==> config.mk <==
export PLATFORM = sky130hd
export DESIGN_NAME = dispense_scheduler
export DESIGN_NICKNAME = d
export VERILOG_FILES = /design/src/rtl/dispense_pkg.sv /design/src/rtl/dispense_slot_match.sv /design/src/rtl/dispense_scheduler.sv
export SDC_FILE = /design/constraint.sdc
export NUM_CORES = 1
export LEC_CHECK = 0
export ABC_AREA = 1
export CAP_MARGIN = 40
export CORE_MARGIN = 2
export CORE_UTILIZATION = 45
export CTS_CLUSTER_DIAMETER = 30
export DETAILED_ROUTE_END_ITERATION = 10
export PLACE_DENSITY_LB_ADDON = 0.3
export SKIP_CTS_REPAIR_TIMING = 1
export SYNTH_ARGS = -nofsm -noshare
export SYNTH_HDL_FRONTEND = slang
export SYNTH_SLANG_ARGS = --single-unit
export TNS_END_PERCENT = 100
==> constraint.sdc <==
create_clock -name clock -period 2.13 [get_ports clock]
set_input_delay 0.426 -clock clock [delete_from_list [all_inputs] [get_ports clock]]
set_output_delay 0.426 -clock clock [all_outputs]
set_load 0.01 [all_outputs]
==> src/rtl/dispense_pkg.sv <==
// Shared types and constants for the dispense scheduler: FSM states, time field
// widths and the factory slot table.
package dispense_pkg;

    localparam int HOUR_W = 5;
    localparam int MIN_W  = 6;
    localparam int SEC_W  = 6;
    localparam int MAX_CH = 8;

    typedef enum logic [1:0] {
        IDLE = 2'd0,
        FIRE = 2'd1,
        GAP  = 2'd2
    } state_e;

    typedef struct packed {
        logic              en;
        logic [HOUR_W-1:0] h;
        logic [MIN_W-1:0]  m;
        logic [SEC_W-1:0]  s;
        logic [MAX_CH-1:0] mask;
    } slot_entry_t;

    localparam slot_entry_t DEF_SLOT0    = '{en: 1'b1, h: 5'd8,  m: 6'd0, s: 6'd0, mask: 8'hff};
    localparam slot_entry_t DEF_SLOT1    = '{en: 1'b1, h: 5'd13, m: 6'd0, s: 6'd0, mask: 8'hff};
    localparam slot_entry_t DEF_SLOT2    = '{en: 1'b1, h: 5'd20, m: 6'd0, s: 6'd0, mask: 8'hff};
    localparam slot_entry_t DEF_SLOT_OFF = '{en: 1'b0, h: 5'd0,  m: 6'd0, s: 6'd0, mask: 8'h00};

    // Slots beyond the original three come up blank and disabled.
    function automatic slot_entry_t default_slot(input int idx);
        case (idx)
            0:       return DEF_SLOT0;
            1:       return DEF_SLOT1;
            2:       return DEF_SLOT2;
            default: return DEF_SLOT_OFF;
        endcase
    endfunction

endpackage

==> src/rtl/dispense_slot_match.sv <==
// One programmable slot: entry register, time comparator and rising-edge event
// detector, so a slot fires once per occurrence even if the time is held.
module dispense_slot_match
    import dispense_pkg::*;
#(
    parameter int NUM_CH   = 4,
    parameter int SLOT_IDX = 0
) (
    input  logic              clock,
    input  logic              reset,
    input  logic              wr_en,
    input  logic              cfg_en,
    input  logic [HOUR_W-1:0] cfg_hours,
    input  logic [MIN_W-1:0]  cfg_minutes,
    input  logic [SEC_W-1:0]  cfg_seconds,
    input  logic [NUM_CH-1:0] cfg_mask,
    input  logic [HOUR_W-1:0] hours,
    input  logic [MIN_W-1:0]  minutes,
    input  logic [SEC_W-1:0]  seconds,
    input  logic              time_valid,
    output logic              fire,
    output logic [NUM_CH-1:0] mask,
    output logic              slot_hit
);

    localparam slot_entry_t       DEF      = default_slot(SLOT_IDX);
    localparam logic [NUM_CH-1:0] DEF_MASK = DEF.mask[NUM_CH-1:0];

    logic              en_q, en_d;
    logic [HOUR_W-1:0] h_q, h_d;
    logic [MIN_W-1:0]  m_q, m_d;
    logic [SEC_W-1:0]  s_q, s_d;
    logic [NUM_CH-1:0] mask_q, mask_d;
    logic              match_q, match_d;
    logic              hit_q, hit_d;
    logic              match;

    always_comb begin
        en_d   = en_q;
        h_d    = h_q;
        m_d    = m_q;
        s_d    = s_q;
        mask_d = mask_q;
        if (wr_en) begin
            en_d   = cfg_en;
            h_d    = cfg_hours;
            m_d    = cfg_minutes;
            s_d    = cfg_seconds;
            mask_d = cfg_mask;
        end
        // Compare against the stored entry, so a same-cycle write is seen one cycle later.
        match   = en_q && (hours == h_q) && (minutes == m_q) && (seconds == s_q);
        fire    = match && !match_q && time_valid;
        match_d = match;
        hit_d   = fire;
    end

    always_ff @(posedge clock) begin
        if (reset) begin
            en_q    <= DEF.en;
            h_q     <= DEF.h;
            m_q     <= DEF.m;
            s_q     <= DEF.s;
            mask_q  <= DEF_MASK;
            match_q <= 1'b1;
            hit_q   <= 1'b0;
        end else begin
            en_q    <= en_d;
            h_q     <= h_d;
            m_q     <= m_d;
            s_q     <= s_d;
            mask_q  <= mask_d;
            match_q <= match_d;
            hit_q   <= hit_d;
        end
    end

    assign mask     = mask_q;
    assign slot_hit = hit_q;

endmodule

==> src/rtl/dispense_scheduler.sv <==
// Dispense scheduler: slot table, per-channel request queue, round-robin arbiter
// and pulse/gap FSM that powers at most one actuator at a time.
module dispense_scheduler
    import dispense_pkg::*;
#(
    parameter int NUM_CH     = 4,
    parameter int NUM_SLOTS  = 3,
    parameter int PULSE_SECS = 1,
    parameter int GAP_SECS   = 1
) (
    input  logic                 clock,
    input  logic                 reset,
    input  logic                 sec_tick,
    input  logic [HOUR_W-1:0]    hours,
    input  logic [MIN_W-1:0]     minutes,
    input  logic [SEC_W-1:0]     seconds,
    input  logic                 time_valid,
    input  logic                 cfg_we,
    input  logic [2:0]           cfg_slot,
    input  logic [HOUR_W-1:0]    cfg_hours,
    input  logic [MIN_W-1:0]     cfg_minutes,
    input  logic [SEC_W-1:0]     cfg_seconds,
    input  logic [NUM_CH-1:0]    cfg_mask,
    input  logic                 cfg_en,
    input  logic [NUM_CH-1:0]    manual_req,
    input  logic                 overflow_clr,
    output logic [NUM_CH-1:0]    dispense_out,
    output logic [NUM_CH-1:0]    pending,
    output logic                 busy,
    output logic [NUM_SLOTS-1:0] slot_hit,
    output logic [NUM_CH-1:0]    overflow
);

    localparam int PTR_W   = (NUM_CH > 1) ? $clog2(NUM_CH) : 1;
    localparam int CNT_MAX = (PULSE_SECS > GAP_SECS) ? PULSE_SECS : GAP_SECS;
    localparam int CNT_W   = $clog2(CNT_MAX + 1);
    localparam logic [CNT_W-1:0] PULSE_LAST = CNT_W'(PULSE_SECS - 1);
    localparam logic [CNT_W-1:0] GAP_LAST   = CNT_W'((GAP_SECS > 0) ? GAP_SECS - 1 : 0);

    state_e            state_q, state_d;
    logic [PTR_W-1:0]  ptr_q, ptr_d;
    logic [PTR_W-1:0]  ch_q, ch_d;
    logic [CNT_W-1:0]  cnt_q, cnt_d;
    logic [NUM_CH-1:0] pending_q, pending_d;
    logic [NUM_CH-1:0] overflow_q, overflow_d;

    logic [NUM_SLOTS-1:0] slot_fire;
    logic [NUM_CH-1:0]    slot_mask [NUM_SLOTS];
    logic [NUM_CH-1:0]    req;
    logic [NUM_CH-1:0]    grant_vec;
    logic                 grant_found;
    logic [PTR_W-1:0]     grant_idx;

    // Slot indices >= NUM_SLOTS match no instance, so such writes are dropped.
    for (genvar s = 0; s < NUM_SLOTS; s++) begin : g_slot
        dispense_slot_match #(
            .NUM_CH  (NUM_CH),
            .SLOT_IDX(s)
        ) u_slot (
            .clock      (clock),
            .reset      (reset),
            .wr_en      (cfg_we && (cfg_slot == 3'(s))),
            .cfg_en     (cfg_en),
            .cfg_hours  (cfg_hours),
            .cfg_minutes(cfg_minutes),
            .cfg_seconds(cfg_seconds),
            .cfg_mask   (cfg_mask),
            .hours      (hours),
            .minutes    (minutes),
            .seconds    (seconds),
            .time_valid (time_valid),
            .fire       (slot_fire[s]),
            .mask       (slot_mask[s]),
            .slot_hit   (slot_hit[s])
        );
    end

    function automatic logic [PTR_W-1:0] rot_idx(input logic [PTR_W-1:0] base, input int off);
        int sum;
        sum = int'(base) + off;
        if (sum >= NUM_CH) sum = sum - NUM_CH;
        return PTR_W'(sum);
    endfunction

    always_comb begin
        req = manual_req;
        for (int s = 0; s < NUM_SLOTS; s++) begin
            if (slot_fire[s]) req = req | slot_mask[s];
        end
    end

    // Scan downward so the last hit wins: the nearest pending channel at or after the pointer.
    always_comb begin
        grant_found = 1'b0;
        grant_idx   = '0;
        for (int i = NUM_CH - 1; i >= 0; i--) begin
            if (pending_q[rot_idx(ptr_q, i)]) begin
                grant_found = 1'b1;
                grant_idx   = rot_idx(ptr_q, i);
            end
        end
    end

    always_comb begin
        state_d   = state_q;
        ptr_d     = ptr_q;
        ch_d      = ch_q;
        cnt_d     = cnt_q;
        grant_vec = '0;
        case (state_q)
            IDLE: begin
                if (grant_found) begin
                    grant_vec[grant_idx] = 1'b1;
                    ch_d    = grant_idx;
                    ptr_d   = rot_idx(grant_idx, 1);
                    cnt_d   = '0;
                    state_d = FIRE;
                end
            end
            FIRE: begin
                if (sec_tick) begin
                    if (cnt_q == PULSE_LAST) begin
                        cnt_d   = '0;
                        state_d = (GAP_SECS == 0) ? IDLE : GAP;
                    end else begin
                        cnt_d = cnt_q + CNT_W'(1);
                    end
                end
            end
            GAP: begin
                if (sec_tick) begin
                    if (cnt_q == GAP_LAST) begin
                        cnt_d   = '0;
                        state_d = IDLE;
                    end else begin
                        cnt_d = cnt_q + CNT_W'(1);
                    end
                end
            end
            default: state_d = IDLE;
        endcase
        // A request for the channel being granted right now is simply re-queued.
        pending_d  = (pending_q & ~grant_vec) | req;
        overflow_d = (overflow_q & ~{NUM_CH{overflow_clr}}) | (req & pending_q & ~grant_vec);
    end

    always_ff @(posedge clock) begin
        if (reset) begin
            state_q    <= IDLE;
            ptr_q      <= '0;
            ch_q       <= '0;
            cnt_q      <= '0;
            pending_q  <= '0;
            overflow_q <= '0;
        end else begin
            state_q    <= state_d;
            ptr_q      <= ptr_d;
            ch_q       <= ch_d;
            cnt_q      <= cnt_d;
            pending_q  <= pending_d;
            overflow_q <= overflow_d;
        end
    end

    always_comb begin
        dispense_out = '0;
        if (state_q == FIRE) dispense_out[ch_q] = 1'b1;
    end

    assign busy     = (state_q != IDLE);
    assign pending  = pending_q;
    assign overflow = overflow_q;

endmodule

==> flow_summary.ini <==
[yosys]
synth.area.top_cells = dfxtp_1 38%, nand2_1 16%, inv_1 6.7%
ys_top_cells_by_count = 197 x nand2_1, 86 x dfxtp_1, 81 x inv_1
synth_flop_cell = dfxtp_1
synth_top_area_cell = dfxtp_1
syn_area_sq_um = 4531
synth_seq_area_share = 0.3800
synth_edf_count = 0
synth_cells = 696
synth_warnings = 0
yosys.area.top_type_share = 0.3800
synth_nets = 752
synth_seq_cells = 86
synth_most_common_cell = nand2_1
syn_avg_cell_area_sq_um = 6.509
synth.distinct_cells = 36
async_reset_ff_frac = 0

[grt]
gr-total-overflow = 0
grt_max_degree = 72
grt_pass1_wl_um = 22960
first_global_vias = 4647
track_usage = 0.2664
antenna_found_initial = 0

[die]
std_cell_rows = 36
die_area_sq_um = 10890
die_height_um = 104.3
core_sq_um = 9774
num_io_pins = 68
die_w_um = 104.3
start_util = 0.4635

[drt]
vias = 4774
ant_nets = 0
drc = 0
drt-initial-drc-count = 262
post_drt_wl_per_cell_um = 15.33
via_per_inst = 5.172
dr.pass1.iters = 5
wirelength_um = 14150

[worst_hold_path]
hold_class = flip-flop to flip-flop
min_from = g_slot[0].u_slot.h_q[1]
hold_end = g_slot[0].u_slot.h_q[1]
min_path_cells = 2

[pwr]
power_frac_seq = 0.422
p_switching_mw = 1.499
leakage_nw = 2.683
clockPowerShare = 0.278
vdd_drop_max_uv = 441.3
power.switching_fraction = 0.3451
pwr_density_cell_nw_per_um2 = 752.5
p_int_mw = 2.844
p_comb_frac = 0.300

[critical_path]
cpPeakStageDelay_ns = 0.43
critical_path.top_delay_family = compound AO/OA/AOI/OAI gates
slowest_stage = dfxtp_4
reg2reg_from = ptr_q[0]
crit_buf_inv = 4
r2r_cells = 14
cp_common_cell = inv_1
crit_type = flip-flop to flip-flop
arrival_ns = 2.27
path_max_fanout = 9
reg2reg_to = overflow[2]
r2r_setup_slack_ns = 0.15
critPathLaunchType = flip-flop
crit_required_ns = 2.43
worstPathCellList = inv_2 > o21ai_2 > nand2_1 > nand2_1 > a21oi_2 > or2_1 > nand2_2 > inv_1 > ha_1 > inv_1 > o21ai_2 > inv_1 > o21ai_1 > a21oi_1
end_kind = flip-flop

[sta]
finalSetupViolations = 0
slew_headroom = 0.5702
worst_pin_slew_ns = 0.6438
fin_crit_sh = 0.9278
fmax_mhz = 506.0
drv_slew = 0
fin_skew_ns = 0.006739
hold_viol = 0
period_needed_ns = 1.976
timing.hold.ws_ns = 0.4720

[final_layout]
synthToLayoutAreaGrowth_pct = 27.40
drive_gt1_frac = 0.1241
stdcell_count = 923
fill_cells = 974
num_antenna_cells = 0
fin_nets = 841
regArea_sq_um = 1727
design_area_sq_um = 5772
multi_input_area_sq_um = 2318

[placed_design]
placed_area_sq_um = 5535
hpwl_um = 11120
portBuffers = 67
place_congestion = 0.9510
dp_cells = 907

[clock_tree]
clkSinkCount = 86
cts_tree = built
clk_root_buffer_cell = clkbuf_8
cts-htree-levels = 3
cts_buffers = 9
clk_latency_ns = 0.37
clk_pin_slew_worst_paths_ns = 0.09
clock_path_buffers = 2

[flow_run]
cap_violations = 0

[run_status]
status = finished clean
[metrics by stage]
step           total power [mW]  utilization  setup TNS, ns  setup slack [ns]
2_1_floorplan             2.671            -              0            0.3012
3_3_place_gp              3.090       0.5663        -0.4821          -0.08429
3_5_place_dp              3.125       0.5663        -0.5673          -0.09779
4_1_cts                   4.330       0.5874        -0.1961          -0.08084
5_1_grt                   4.598       0.5905       -0.03073          -0.01704
6_report                  4.343       0.5905              0            0.1538
[per-layer routing]
metal / wire [um] / up-vias / global-route usage
met4: 254 / 0 / 0.09459
met3: 704 / 23 / 0.03070
li1: - / 2412 / -
met5: 0 / - / 0
met2: 6678 / 134 / 0.4393
met1: 6516 / 2205 / 0.3591
[worst max-delay path by stage]
stage | from | slack [ns] | end | cells after the start
2_1_floorplan | pending[1] | 0.30 | overflow[1] | 14
3_3_place_gp | seconds[5] | -0.08 | overflow[0] | 9
3_5_place_dp | minutes[5] | -0.1 | overflow[2] | 12
4_1_cts | ptr_q[0] | -0.08 | overflow[1] | 14
5_1_grt | ptr_q[0] | -0.02 | overflow[3] | 13
6_report | ptr_q[0] | 0.15 | overflow[2] | 14
[registers in the layout (all words and copies together) (netlist names)]
| signal | cells |
|---|---|
| pending | 4 |
| g_slot.u_slot.en_q | 3 |
| ptr_q | 2 |
| g_slot.u_slot.h_q | 15 |
| g_slot.u_slot.m_q | 18 |
| g_slot.u_slot.mask | 12 |
| g_slot.u_slot.s_q | 18 |
| g_slot.u_slot.slot_hit | 3 |
| g_slot.u_slot.match_q | 3 |
| state_q | 2 |
| ch_q | 2 |
| overflow | 4 |
[power groups by stage]
stage	clock, mW	combinational, mW	sequential (mW)
final	1.21	1.30	1.83
after CTS	1.23	1.28	1.82
after floorplan	0	0.845	1.83
after detailed placement	0	1.27	1.86
after global routing	1.28	1.47	1.85
after global placement	0	1.24	1.85
[worst reg2reg max path, cell delays in order, from the launching register on]
cell and delay (ns):
dfxtp_4 0.43, inv_2 0.08, o21ai_2 0.19, nand2_1 0.10, nand2_1 0.08, a21oi_2 0.07, or2_1 0.21, nand2_2 0.10
inv_1 0.07, ha_1 0.20, inv_1 0.07, o21ai_2 0.07, inv_1 0.07, o21ai_1 0.06, a21oi_1 0.12
[cells in the final DEF (no fill, tap or decap), drive strengths merged]
cell / instances
nand3: 31
a21boi: 2
clkbuf: 10
o21ai: 63
clkinv: 4
nor3b: 1
nor4: 6
o211ai: 7
o21bai: 1
ha: 4
clkdlybuf4s50: 63
or2: 1
nor3: 10
o2111ai: 3
dlymetal6s2s: 4
nand4: 23
clkinvlp: 1
bufinv: 1
a2111oi: 1
nand2: 201
buf: 36
nor2: 61
xnor2: 8
a21oi: 55
inv: 104
nand3b: 3
dfxtp: 86
[logic make-up (layout without fill, tap and decap cells)]
kind of cell	Yosys count	count (layout)	synth area share
xor gates and xnor gates	8	8	0.01712
AOI/OAI and AO/OA	132	132	0.1596
and+or+nand+nor	337	337	0.3206
buffers and inverters	129	223	0.1116
DFF	86	86	0.3800
adders and majority gates	4	4	0.01105
[cell type report]
class / instances / share of cell area
multi-input combinational: 481 / 0.4017
sequential: 86 / 0.2992
timing repair buffer: 103 / 0.1669
inverter: 104 / 0.06763
tap: 133 / 0.02883
clock buffer: 10 / 0.02385
clock inverter: 6 / 0.01192
Power figures use the tool's default switching activity.
